### src/rtl/aes_text_out_serializer.sv
// Purpose : capture the 128-bit AES result on done and stream it MS word first as DATA_W-bit words.
// Latency : first word valid 1 cycle after done; one word per cycle while o_ready is held high.
// Backpr. : o_valid/o_data (and o_last) hold steady while o_ready=0; a done arriving mid-block
//           is dropped and flagged in the sticky ovf bit.
//
// Ports:
//   clk, rst       single rising-edge clock, asynchronous active-high reset
//   done, text_out 1-cycle result strobe from the cipher core and its 128-bit block
//   o_valid/o_data/o_ready  valid-ready word stream, word k = text_out[127-k*DATA_W -: DATA_W]
//   busy           block held and not fully drained (same as o_valid)
//   ovf, ovf_clr   sticky overrun flag and its synchronous clear (a new overrun wins)
//   o_last         marks the final word of a block; present only when AES_SER_LAST_EN is defined
//
// Parameter DATA_W must divide 128 (8, 16, 32, 64 or 128).
module aes_text_out_serializer #(
    parameter int DATA_W = 8
) (
    input  logic              clk,
    input  logic              rst,
    input  logic              done,
    input  logic [127:0]      text_out,
    output logic              o_valid,
    output logic [DATA_W-1:0] o_data,
    input  logic              o_ready,
    output logic              busy,
    output logic              ovf,
    input  logic              ovf_clr
`ifdef AES_SER_LAST_EN
    ,
    output logic              o_last
`endif
);

    localparam int NUM_WORDS = 128 / DATA_W;
    localparam int CW        = (NUM_WORDS > 1) ? $clog2(NUM_WORDS) : 1;
    localparam logic [CW-1:0] LAST = CW'(NUM_WORDS - 1);

    typedef enum logic {
        IDLE = 1'b0,
        SEND = 1'b1
    } state_t;

    state_t          state;
    logic [127:0]    buffer;
    logic [CW-1:0]   cnt;
    logic            hs;
    logic            final_hs;

    assign hs       = (state == SEND) && o_ready;
    assign final_hs = hs && (cnt == LAST);

    // The current word always sits in the top of the shift buffer, so o_data is a
    // straight register slice; after the final shift the buffer is all zeros.
    assign o_valid = (state == SEND);
    assign busy    = o_valid;
    assign o_data  = buffer[127 -: DATA_W];

    always_ff @(posedge clk or posedge rst) begin
        if (rst) begin
            state  <= IDLE;
            buffer <= '0;
            cnt    <= '0;
            ovf    <= 1'b0;
        end else begin
            // A block is still held and this cycle does not retire it: drop the new
            // one. Setting takes priority over a simultaneous clear.
            if (done && (state == SEND) && !final_hs) begin
                ovf <= 1'b1;
            end else if (ovf_clr) begin
                ovf <= 1'b0;
            end

            case (state)
                IDLE: begin
                    if (done) begin
                        buffer <= text_out;
                        cnt    <= '0;
                        state  <= SEND;
                    end
                end
                SEND: begin
                    if (hs) begin
                        if (cnt == LAST) begin
                            cnt <= '0;
                            if (done) begin
                                // Retiring the last word frees the buffer this very
                                // cycle, so the next block follows with no gap.
                                buffer <= text_out;
                            end else begin
                                buffer <= buffer << DATA_W;
                                state  <= IDLE;
                            end
                        end else begin
                            buffer <= buffer << DATA_W;
                            cnt    <= cnt + 1'b1;
                        end
                    end
                end
                default: state <= IDLE;
            endcase
        end
    end

`ifdef AES_SER_LAST_EN
    // Registered copy of "next word is the final one", updated on the same events
    // that move the word pointer so it holds steady through stalls.
    always_ff @(posedge clk or posedge rst) begin
        if (rst) begin
            o_last <= 1'b0;
        end else if (state == IDLE) begin
            if (done) begin
                o_last <= (NUM_WORDS == 1);
            end
        end else if (hs) begin
            if (cnt == LAST) begin
                o_last <= done && (NUM_WORDS == 1);
            end else begin
                o_last <= ((cnt + 1'b1) == LAST);
            end
        end
    end
`endif

endmodule
### config.mk
export PLATFORM = sky130hd
export DESIGN_NAME = aes_text_out_serializer
export DESIGN_NICKNAME = d
export VERILOG_FILES = /design/src/rtl/aes_text_out_serializer.sv
export SDC_FILE = /design/constraint.sdc
export NUM_CORES = 1
export LEC_CHECK = 0
export CAP_MARGIN = 10
export CORE_ASPECT_RATIO = 1.75
export CORE_MARGIN = 2
export CORE_UTILIZATION = 55
export DETAILED_ROUTE_END_ITERATION = 8
export MAX_ROUTING_LAYER = met4
export PLACE_DENSITY = 0.93
export REMOVE_ABC_BUFFERS = 1
export SKIP_CTS_REPAIR_TIMING = 1
export SKIP_LAST_GASP = 1
export SLEW_MARGIN = 20
export SYNTH_ARGS = -nofsm -noshare
export SYNTH_HDL_FRONTEND = slang
export SYNTH_SLANG_ARGS = --single-unit
### constraint.sdc
create_clock -name clk -period 13.6 [get_ports clk]
set_clock_uncertainty 0.2 [all_clocks]
set_input_delay 2.72 -clock clk [delete_from_list [all_inputs] [get_ports clk]]
set_output_delay 2.72 -clock clk [all_outputs]
set_load 0.1 [all_outputs]
==> metrics.yaml, run 1 <==
min_period_ns: 5.51
synth_edf_count: 0
core_sq_um: 11500
r2r_setup_slack_ns: 9.82
synth_seq_cells: 134
fin_ws_ns: 8.09
antenna_found_initial: 0
fmax_ghz: 0.182
reg2reg_from: "busy$_DFF_PP0_"
fillCellCount: 839
cap_viol_max_count: 0
grt_pass1_vias: 5746
die_w_um: 86.1
dpl.hpwl_um: 9610
synth.most_common_cell: "dfrtp_1"
area_growth_pct: 28.3
synth.distinct_cells: 25
synth.area.top_cells: "dfrtp_1, a31oi_1, a21oi_1, o21ai_0, nor2_1"
worstHoldStart: "buffer[4]$_DFFE_PP0P_"
synth_flop_cell: "dfrtp_1"
routed_wl_um: 16800
instances_no_fill: 984
worstSetupPathType: "reg2out"
vias: 6156
port-buffer-count: 143
cp_data_required_time_ns: 10.68
ios: 144
maxSlewHeadroom_pct: 24.4
dieArea_sq_um: 12700
async_reset_ff_share_pct: 100
fin_setup_tns_ns: 0
dp_slack_ns: 8.26
path_buf_inv: 1
synth_top_area_share_pct: 51.7
worst_ep_arrival_time_ns: 2.59
ant_nets: 0
cts_root_buf: "clkbuf_16"
status: "complete, no violations"
grt_use_met1_pct: 35.5
dr.pass1.iters: 8
drive_gt1_share_pct: 5.30
finalMaxSlewViolations: 0
grt.overflow.total: 0
std_cell_rows: 52
cts_tree: "built"
synthTopCellsByCount: "dfrtp_1, a31oi_1, nor2_1, a21oi_1, o21ai_0"
initial_core_util_pct: 56.3
crit_path_end_kind: "output pin"
synth.largest_area_cell: "dfrtp_1"
insertion_delay_ns: 0.41
worstReg2RegEnd: "buffer[109]$_DFFE_PP0P_"
chipHeight_um: 148
h-tree-depth: 4
reg2reg_depth: 5
setup_viol: 0
path_clk_slew_ns: 0.06
crit_chain: "clkdlybuf4s50_1"
synth_cells: 757
fin_nets: 970
yosysWarningCount: 0
wl_per_cell_um: 17.0
drc: 0
grt_pass1_wl_um: 27600
drtIter0Drc: 578
num_antenna_cells: 0
clockBufferDepth: 2
place_inst: 952
critical_path_depth: 1
syn_area_sq_um: 6480
numCtsBuffers: 17
avgSynthCellArea_sq_um: 8.56
ir_drop_v: 0.0000981
whs_endpoint: "buffer[4]$_DFFE_PP0P_"
power.density_nw_per_um2: 181
routed_via_density: 6.26
clock_sinks: 134
place_congestion: 0.847
grt.busiest_layer: "met2"
use_met2_pct: 43.8
leakagePower_nw: 3.02
max_stage_delay_ns: 1.27
track_usage_pct: 27.6
crit_path_max_fanout: 62
cp_slowest_cell: "clkdlybuf4s50_1"
yosysSeqAreaShare_pct: 51.7
cp_top_family: "buffers and inverters"
hold_depth: 2
fin_crit_sh_pct: 40.5
holdWs_ns: 0.285
worst_pin_slew_ns: 1.13
hold_viol_final: 0
use_met3_pct: 4.75
rsz0062_at_grt: "false"
hold_path_class: "reg2reg"
grt_max_degree: 111
cp-start-kind: "flip-flop"
==> through the flow <==
stage               util (%)  power (mW)  instance area (sq um)
detailed placement      67.0        1.04                   7720
CTS                     72.2        1.50                   8320
global route            72.2        1.58                   8320
global placement        67.0        1.02                   7720
finish                  72.2        1.50                   8320
floorplan                  -       0.912                   6030
==> cells in the final DEF (no fill, tap or decap) <==
cell type | Yosys | routed
mux2i_1 | 1 | 1
inv_6 | 0 | 1
clkbuf_16 | 0 | 17
bufinv_16 | 0 | 3
a31oi_1 | 122 | 122
a21oi_1 | 120 | 120
mux2_4 | 0 | 1
o21ai_1 | 28 | 28
clkinvlp_4 | 0 | 5
clkdlybuf4s50_1 | 0 | 143
o2bb2ai_1 | 1 | 1
buf_4 | 16 | 8
clkinv_4 | 0 | 1
and3_1 | 1 | 1
o21ai_0 | 103 | 103
nand4_1 | 1 | 1
nor2_1 | 122 | 122
dfrtp_4 | 0 | 1
o22ai_1 | 1 | 1
dfrtp_1 | 134 | 133
nand4b_1 | 1 | 1
ha_1 | 1 | 1
nand2_1 | 18 | 18
nand3_1 | 3 | 3
clkbuf_8 | 0 | 1
clkinv_2 | 0 | 5
o211ai_1 | 1 | 1
and4_4 | 0 | 1
clkbuf_1 | 35 | 1
inv_1 | 4 | 3
mux2i_4 | 0 | 1
==> per-layer routing <==
metal | routed length, um | vias to the layer above | share of wire (%)
met5 | 0 | - | 0
met4 | 578 | 0 | 3.4
met3 | 868 | 51 | 5.2
met2 | 8740 | 260 | 52
met1 | 6590 | 2969 | 39
li1 | - | 2876 | -
==> worst max path at each step <==
stage                     slack [ns]                       to           start
after global routing            8.02                     busy  busy$_DFF_PP0_
after floorplan                 6.39       cnt[0]$_DFFE_PP0P_  busy$_DFF_PP0_
after CTS                       8.10                     busy  busy$_DFF_PP0_
after detailed placement        8.26  buffer[114]$_DFFE_PP0P_         o_ready
after global placement          8.32  buffer[126]$_DFFE_PP0P_         o_ready
final                           8.09                     busy  busy$_DFF_PP0_
==> area by class of cell <==
| class | instances | area (sq um) | area share (%) |
|---|---|---|---|
| well taps | 135 | 169 | 2.03 |
| flip-flops and latches | 134 | 3360 | 40.4 |
| clock inverters | 13 | 156 | 1.88 |
| clock buffers | 19 | 443 | 5.33 |
| multi-input cells | 527 | 2680 | 32.2 |
| repair buffers | 151 | 1490 | 17.9 |
| inverters | 5 | 25.0 | 0.301 |
==> registers in the layout (all words and copies together), names as in the netlist <==
register,cells
ovf,1
busy,1
buffer,128
cnt,4
==> report_power, final <==
| group | total [mW] | switching (mW) | internal [mW] |
|---|---|---|---|
| logic | 0.407 | 0.244 | 0.163 |
| registers | 0.633 | 0.0859 | 0.547 |
| clock network | 0.462 | 0.171 | 0.291 |
==> cells by family after synthesis <==
| logic type | count (synthesis) | synth area share (%) |
|---|---|---|
| AOI/OAI and AO/OA | 376 | 31.5 |
| adders and majority gates | 1 | 0.193 |
| buffers and inverters | 96 | 7.24 |
| DFF | 134 | 51.7 |
| muxes | 3 | 0.540 |
| and+or+nand+nor | 147 | 8.80 |
Power figures use the tool's default switching activity.
==> run 2, diff against run 1 <==
--- a/config.mk
+++ b/config.mk
@@ -8,10 +8,10 @@
 export CAP_MARGIN = 10
 export CORE_ASPECT_RATIO = 1.75
 export CORE_MARGIN = 2
-export CORE_UTILIZATION = 55
+export CORE_UTILIZATION = 46
 export DETAILED_ROUTE_END_ITERATION = 8
 export MAX_ROUTING_LAYER = met4
-export PLACE_DENSITY = 0.93
+export PLACE_DENSITY = 0.84
 export REMOVE_ABC_BUFFERS = 1
 export SKIP_CTS_REPAIR_TIMING = 1
 export SKIP_LAST_GASP = 1
==> constraint.sdc (replaced) <==
create_clock -name clk -period 4.4 [get_ports clk]
set_clock_uncertainty 0.2 [all_clocks]
set_input_delay 0.88 -clock clk [delete_from_list [all_inputs] [get_ports clk]]
set_output_delay 0.88 -clock clk [all_outputs]
set_load 0.1 [all_outputs]
==> run 2 against run 1 <==
Against the previous run: register-to-register slack worse by 8.4 ns; sequential cell count unchanged; first-iteration DRC count down 17%; clock power rose to 3.4 times the previous value.
==> metrics.yaml, run 2 (synthesized netlist as in run 1, its figures left out) <==
clockBufferDepth: 2
hold_path_class: "reg2reg"
r2r_setup_slack_ns: 1.45
crit_path_end_kind: "output pin"
std_cell_rows: 57
top_register: "buffer"
dpl.hpwl_um: 9880
holdWs_ns: 0.283
cts_root_buf: "clkbuf_16"
core_sq_um: 13800
finalMaxSlewViolations: 0
reg2reg_depth: 4
h-tree-depth: 4
insertion_delay_ns: 0.41
crit_chain: "clkdlybuf4s50_1"
grt_max_degree: 121
port-buffer-count: 143
switching_share_pct: 32.7
pwr-share-comb_pct: 26.4
worstReg2RegEnd: "buffer[88]$_DFFE_PP0P_"
cp-start-kind: "flip-flop"
cts_tree: "built"
layout_common_cells: "clkdlybuf4s50_1, dfrtp_1, a31oi_1, nor2_1, a21oi_1"
num_antenna_cells: 0
final_common_cell: "clkdlybuf4s50_1"
hold_depth: 2
min_period_ns: 3.00
dr.pass1.iters: 5
fin_crit_sh_pct: 68.1
worst_ep_arrival_time_ns: 1.92
p_seq_share_pct: 40.8
dieArea_sq_um: 15100
track_usage_pct: 23.3
grt_pass1_vias: 5731
status: "complete, no violations"
fin_setup_tns_ns: 0
grt.overflow.total: 0
clock_sinks: 134
power.density_nw_per_um2: 562
setup_viol: 0
crit_path_max_fanout: 2
place_congestion: 0.808
p_int_mw: 3.22
ant_nets: 0
power.switching_mw: 1.57
layout_top_registers: "buffer x128, cnt x4"
clockPowerShare_pct: 32.8
numCtsBuffers: 17
cp_top_family: "buffers and inverters"
chipHeight_um: 161
leakagePower_nw: 3.09
ir_drop_v: 0.000268
drtIter0Drc: 482
area_growth_pct: 31.2
routed_wl_um: 16900
antenna_found_initial: 0
path_buf_inv: 1
fmax_ghz: 0.334
die_w_um: 93.7
largest_reg_flops: 128
initial_core_util_pct: 46.9
path_clk_slew_ns: 0.06
max_stage_delay_ns: 1.14
cap_viol_max_count: 0
reg2reg_from: "busy$_DFF_PP0_"
wl_per_cell_um: 16.4
worstHoldStart: "buffer[2]$_DFFE_PP0P_"
maxSlewHeadroom_pct: 35.1
worst_pin_slew_ns: 0.971
ios: 144
worstSetupPathType: "reg2out"
fillCellCount: 1239
hold_viol_final: 0
rsz0062_at_grt: "false"
grt_pass1_wl_um: 27800
cp_data_required_time_ns: 3.32
whs_endpoint: "buffer[2]$_DFFE_PP0P_"
drc: 0
routed_via_density: 5.89
vias: 6059
fin_nets: 973
cp_slowest_cell: "clkdlybuf4s50_1"
drive_gt1_share_pct: 5.87
-- run 2: worst max path at each step --
stage | startpoint | endpoint | slack, ns | depth (start not counted)
after floorplan | busy$_DFF_PP0_ | cnt[0]$_DFFE_PP0P_ | -2.81 | 3
after global placement | done | buffer[101]$_DFFE_PP0P_ | 1.36 | 5
after detailed placement | done | buffer[127]$_DFFE_PP0P_ | 1.30 | 5
after CTS | buffer[123]$_DFFE_PP0P_ | o_data[3] | 1.39 | 1
after global routing | busy$_DFF_PP0_ | buffer[49]$_DFFE_PP0P_ | 1.21 | 4
final | buffer[123]$_DFFE_PP0P_ | o_data[3] | 1.40 | 1
-- run 2: through the flow --
stage                     util [%]  worst slack, ns  power, mW  std cells  instance area, sq um
after floorplan                  -            -2.81       2.82        666                  6030
after CTS                     61.4             1.39       4.81       1029                  8500
after global routing          61.4             1.21       5.05       1029                  8500
final                         61.4             1.40       4.78       1029                  8500
after global placement        56.7             1.36       3.18        997                  7850
after detailed placement      56.7             1.30       3.23        997                  7850
-- run 2: power by group through the flow --
stage	combinational [mW]	clock, mW	sequential [mW]
finish	1.26	1.57	1.95
floorplan	0.624	0	2.20
global route	1.39	1.65	2.01
detailed placement	1.26	0	1.97
CTS	1.27	1.58	1.95
global placement	1.23	0	1.95
-- run 2: cell type report --
| type | count | area, sq um | area share, % |
|---|---|---|---|
| Clock buffer | 18 | 429 | 5.05 |
| Sequential cell | 134 | 3360 | 39.5 |
| Multi-Input combinational cell | 527 | 2680 | 31.5 |
| Inverter | 5 | 25.0 | 0.294 |
| Timing Repair Buffer | 154 | 1570 | 18.5 |
| Tap cell | 177 | 221 | 2.60 |
| Clock inverter | 14 | 223 | 2.62 |
-- run 2: layer usage --
layer | share of wire [%] | GRT usage, %
met5 | 0 | -
met4 | 2.5 | 9.35
met3 | 4.7 | 3.31
met2 | 51 | 36.1
met1 | 42 | 31.0
